`src/rtl/seq_chunk_adder.sv`:
```
// Digit-serial adder/subtractor: one shared CHUNK-bit carry slice walks the
// operands LSB first, with valid/ready handshakes on both sides.
module seq_chunk_adder #(
    parameter int WIDTH = 32,
    parameter int CHUNK = 8
) (
    input  logic             clk,
    input  logic             rst_n,
    input  logic             in_valid,
    output logic             in_ready,
    input  logic [WIDTH-1:0] A,
    input  logic [WIDTH-1:0] B,
    input  logic             Cin,
    input  logic             Sub,
    output logic             out_valid,
    input  logic             out_ready,
    output logic [WIDTH-1:0] S,
    output logic             Cout,
    output logic             Ovf
);

    localparam int NCHUNK = WIDTH / CHUNK;
    localparam int IDXW   = (NCHUNK > 1) ? $clog2(NCHUNK) : 1;

    typedef enum logic [1:0] {IDLE, CALC, DONE} state_t;

    state_t           state_q;
    logic [WIDTH-1:0] a_q, bx_q, res_q, s_q;
    logic             carry_q, cout_q, ovf_q;
    logic [IDXW-1:0]  idx_q;
    logic             in_ready_q, out_valid_q;

    logic [CHUNK:0]   sum_d;
    logic [WIDTH-1:0] res_d;
    logic             ovf_d;
    logic             last_d;

    // The single CHUNK-bit slice; res_d is the result with the current chunk merged in.
    always_comb begin
        sum_d  = {1'b0, a_q[idx_q*CHUNK +: CHUNK]} + {1'b0, bx_q[idx_q*CHUNK +: CHUNK]}
               + {{CHUNK{1'b0}}, carry_q};
        res_d  = res_q;
        res_d[idx_q*CHUNK +: CHUNK] = sum_d[CHUNK-1:0];
        ovf_d  = (a_q[WIDTH-1] == bx_q[WIDTH-1]) && (res_d[WIDTH-1] != a_q[WIDTH-1]);
        last_d = (idx_q == IDXW'(NCHUNK - 1));
    end

    always_ff @(posedge clk or negedge rst_n) begin
        if (!rst_n) begin
            state_q     <= IDLE;
            a_q         <= '0;
            bx_q        <= '0;
            res_q       <= '0;
            s_q         <= '0;
            carry_q     <= 1'b0;
            cout_q      <= 1'b0;
            ovf_q       <= 1'b0;
            idx_q       <= '0;
            in_ready_q  <= 1'b1;
            out_valid_q <= 1'b0;
        end else begin
            case (state_q)
                IDLE: begin
                    if (in_valid) begin
                        a_q        <= A;
                        bx_q       <= Sub ? ~B : B;
                        carry_q    <= Sub ? ~Cin : Cin;
                        idx_q      <= '0;
                        in_ready_q <= 1'b0;
                        state_q    <= CALC;
                    end
                end
                CALC: begin
                    res_q   <= res_d;
                    carry_q <= sum_d[CHUNK];
                    idx_q   <= idx_q + 1'b1;
                    if (last_d) begin
                        s_q         <= res_d;
                        cout_q      <= sum_d[CHUNK];
                        ovf_q       <= ovf_d;
                        out_valid_q <= 1'b1;
                        state_q     <= DONE;
                    end
                end
                DONE: begin
                    // Outputs hold under backpressure; in_valid is ignored here.
                    if (out_ready) begin
                        out_valid_q <= 1'b0;
                        in_ready_q  <= 1'b1;
                        state_q     <= IDLE;
                    end
                end
                default: state_q <= IDLE;
            endcase
        end
    end

    assign in_ready  = in_ready_q;
    assign out_valid = out_valid_q;
    assign S         = s_q;
    assign Cout      = cout_q;
    assign Ovf       = ovf_q;

endmodule
```
`config.mk`:
```
export PLATFORM = sky130hd
export DESIGN_NAME = seq_chunk_adder
export DESIGN_NICKNAME = d
export VERILOG_FILES = /design/src/rtl/seq_chunk_adder.sv
export SDC_FILE = /design/constraint.sdc
export NUM_CORES = 1
export LEC_CHECK = 0
export BUFFER_PORTS_ARGS = -buffer_cell sky130_fd_sc_hd__buf_2
export CAP_MARGIN = 20
export CELL_PAD_IN_SITES_DETAIL_PLACEMENT = 0
export CELL_PAD_IN_SITES_GLOBAL_PLACEMENT = 1
export CORE_ASPECT_RATIO = 0.75
export CORE_MARGIN = 2
export CORE_UTILIZATION = 30
export CTS_CLUSTER_DIAMETER = 200
export CTS_CLUSTER_SIZE = 24
export DETAILED_ROUTE_END_ITERATION = 16
export PLACE_DENSITY = 0.68
export SETUP_SLACK_MARGIN = 0.1
export SLEW_MARGIN = 20
export SYNTH_ARGS = -nofsm -noshare
export SYNTH_HDL_FRONTEND = slang
export SYNTH_SLANG_ARGS = --single-unit
export TNS_END_PERCENT = 1
```
`constraint.sdc`:
```
create_clock -name clk -period 4.3 [get_ports clk]
set_clock_uncertainty 0.05 [all_clocks]
set_input_delay 0.645 -clock clk [delete_from_list [all_inputs] [get_ports clk]]
set_output_delay 0.645 -clock clk [all_outputs]
set_load 0.01 [all_outputs]
```
==> impl_metrics.yaml <==
logic_synthesis:
  avgSynthCellArea_sq_um: 10.05
  synth-seq-cells: 137
  yosysUniqueCellTypes: 43
  synth.net_count: 726
  yosys_most_used_dff: "dfrtp_1"
  synthTopCellsByArea: "dfrtp_1 (53%), nand2_1 (10%), mux4_2 (5.6%), o21ai_0 (5.5%), xnor2_1 (4.6%)"
  yosysSeqAreaShare: 0.5323
  async_reset_ff_frac: 1.000
  synth_edf_count: 0
  synth_area_leader_cell: "dfrtp_1"
  syn-cell-area_sq_mm: 0.006442
  synth_top_area_frac: 0.5283
  syn_inst: 641
  yosys_warnings: 0
sta:
  hold_slack_ps: 237.0
  setup_viol: 0
  hold_viol: 0
  relSlewSlack: 0.3634
  drv_slew: 0
  finalCritPeriodShare: 0.7873
  tns_ps: 0
  max_freq_mhz: 295.4
  rsz0062_at_grt: "no"
  worst_pin_slew_ps: 946.2
  finalCriticalPeriod_ps: 3385
power_and_ir_drop:
  p_per_area_mw_per_mm2: 886.8
  ir_worst_vdd_mv: 0.4979
  power.leakage_nw: 3.733
global_routing:
  grt_start_max_net_pins: 93
  grt_pass1_vias: 4791
  track_usage: 0.1588
  grt_pass1_wl_mm: 27.57
  grt-ovfl-total: 0
  antenna_found_initial: 0
setup_path:
  worstPathArrival_ps: 3650
  endpoint_kind: "register"
  crit_type: "register to register"
  cp_max_fo: 10
  ff2ff_path_depth: 9
  worst_r2r_endpoint: "S[12]"
  worstPathRequired_ps: 4560
  reg2reg_from: "idx_q[0]"
  reg2reg_setup_slack_ps: 910
  critPathLaunchType: "register"
detailed_routing:
  wl_mm: 17.22
  via_per_inst: 4.722
  drc: 0
  firstDrtPassIters: 5
  vias: 4934
  drtAntennaViolNets: 0
  drt_first_iter_violations: 428
  post_drt_wl_per_cell_um: 16.48
placed_design:
  hpwl_mm: 12.44
  io_buffers: 105
  gp_congestion: 0.8489
cells_and_area:
  fillers: 2161
  n_antenna_cell: 0
  final_nets: 831
  drive_above_1_share: 0.2299
  final_cell_mix: "nand2_1 (179), dfrtp_1 (136), buf_2 (104), o21ai_0 (71), xnor2_1 (34)"
  area_delta_synth_final_pct: 22.18
  final_common_cell: "nand2_1"
flow_run:
  max-cap-violations: 0
clocking:
  cts_tree: "built"
  cts-root-buf: "clkbuf_16"
  cts_resized: 0
  clkTransAtPathRegs_ps: 60
  clock_sinks: 137
  post_cts_buffers: 0
  clock_latency_ps: 420
  hold_buffers: 0
  numCtsBuffers: 17
  cts_buffer_depth: 2
  cts-htree-levels: 4
die:
  core_sq_mm: 0.02112
  die_w_um: 173.2
  io_pins: 106
  rows: 46
  die_y_um: 130.9
  die_area_sq_mm: 0.02267
  initial_core_util: 0.3050
min_path:
  hp-class: "input pin to async pin"
status:
  run_status: "finished clean"
-- metal layers --
metal	GRT usage	share of wire	up-vias
met5	0	0	-
met4	0.03689	0.0072	0
met3	0.03733	0.052	11
met2	0.2219	0.41	124
met1	0.2457	0.53	2371
li1	-	-	2428
-- critical path, cell delays in order (launching register included) --
cell     delay, ps
dfrtp_1        700
mux4_2         330
inv_1           70
fa_1           400
fa_1           420
nor2b_1        170
o21ai_0        100
a21oi_1        680
a22oi_1        140
o21ai_0        200
-- stage by stage --
stage,power (mW),instances,setup WS [ps],util,instance area (sq um)
finish,6.981,1045,914.7,0.3726,7871
global route,7.549,1045,487.1,0.3726,7871
CTS,7.035,1045,823.8,0.3726,7871
detailed placement,5.640,1015,855.7,0.3465,7320
global placement,5.617,1015,947.8,0.3465,7320
floorplan,4.342,641,1178,-,6442
-- cell usage after synthesis (all sizes together), types with 2 or more instances --
| cell | instances |
|---|---|
| fa | 2 |
| mux4 | 16 |
| nand2 | 180 |
| o31a | 3 |
| a21oi | 25 |
| or3 | 2 |
| a22oi | 4 |
| a221oi | 5 |
| nor3b | 4 |
| buf | 8 |
| a32oi | 8 |
| xnor2 | 34 |
| o21ai | 74 |
| and3 | 3 |
| clkbuf | 23 |
| ha | 13 |
| nor2 | 26 |
| o31ai | 10 |
| nand3 | 5 |
| dfrtp | 136 |
| nor2b | 4 |
| a22o | 20 |
| and2 | 2 |
| inv | 15 |
| o21a | 3 |
| mux2 | 4 |
-- worst max path at each step --
| stage | startpoint | to | slack (ps) | depth (start not counted) |
|---|---|---|---|---|
| after floorplan | idx_q[0] | Ovf | 1180 | 8 |
| after global placement | idx_q[0] | S[20] | 950 | 8 |
| after detailed placement | idx_q[0] | S[12] | 860 | 9 |
| after CTS | idx_q[0] | S[12] | 820 | 8 |
| after global routing | idx_q[0] | S[20] | 490 | 9 |
| final | idx_q[0] | S[12] | 910 | 9 |
-- power breakdown --
group          internal, mW  total, mW  switching (mW)
logic                  1.25       3.37            2.12
registers              1.84       2.24           0.394
clock network         0.818       1.37           0.557
-- cell type report --
type                    instances  area, sq um  area share
repair buffers                117        621.8     0.07900
clock inverters                11        98.84     0.01256
clock buffers                  19        452.9     0.05754
flip-flops and latches        137         3430      0.4357
well taps                     288        360.3     0.04578
multi-input cells             457         2848      0.3618
inverters                      16        60.06    0.007630
-- sequential cells by signal (all words and copies together) (netlist names) --
register and flops:
Ovf 1, Cout 1, a_q 32, carry_q 1, S 32, bx_q 32
res_q 32, out_valid 1, state_q 2, idx_q 2, in_ready 1
-- cells by family after synthesis --
| logic type | count (synthesis) | synth area share |
|---|---|---|
| adders and majority gates | 15 | 0.03146 |
| buffers and inverters | 47 | 0.02835 |
| muxes | 20 | 0.06293 |
| DFF | 137 | 0.5323 |
| xor gates and xnor gates | 34 | 0.04622 |
| and+or+nand+nor | 229 | 0.1429 |
| AOI/OAI and AO/OA | 159 | 0.1558 |
Note: power is estimated with default switching activity, not from simulation.
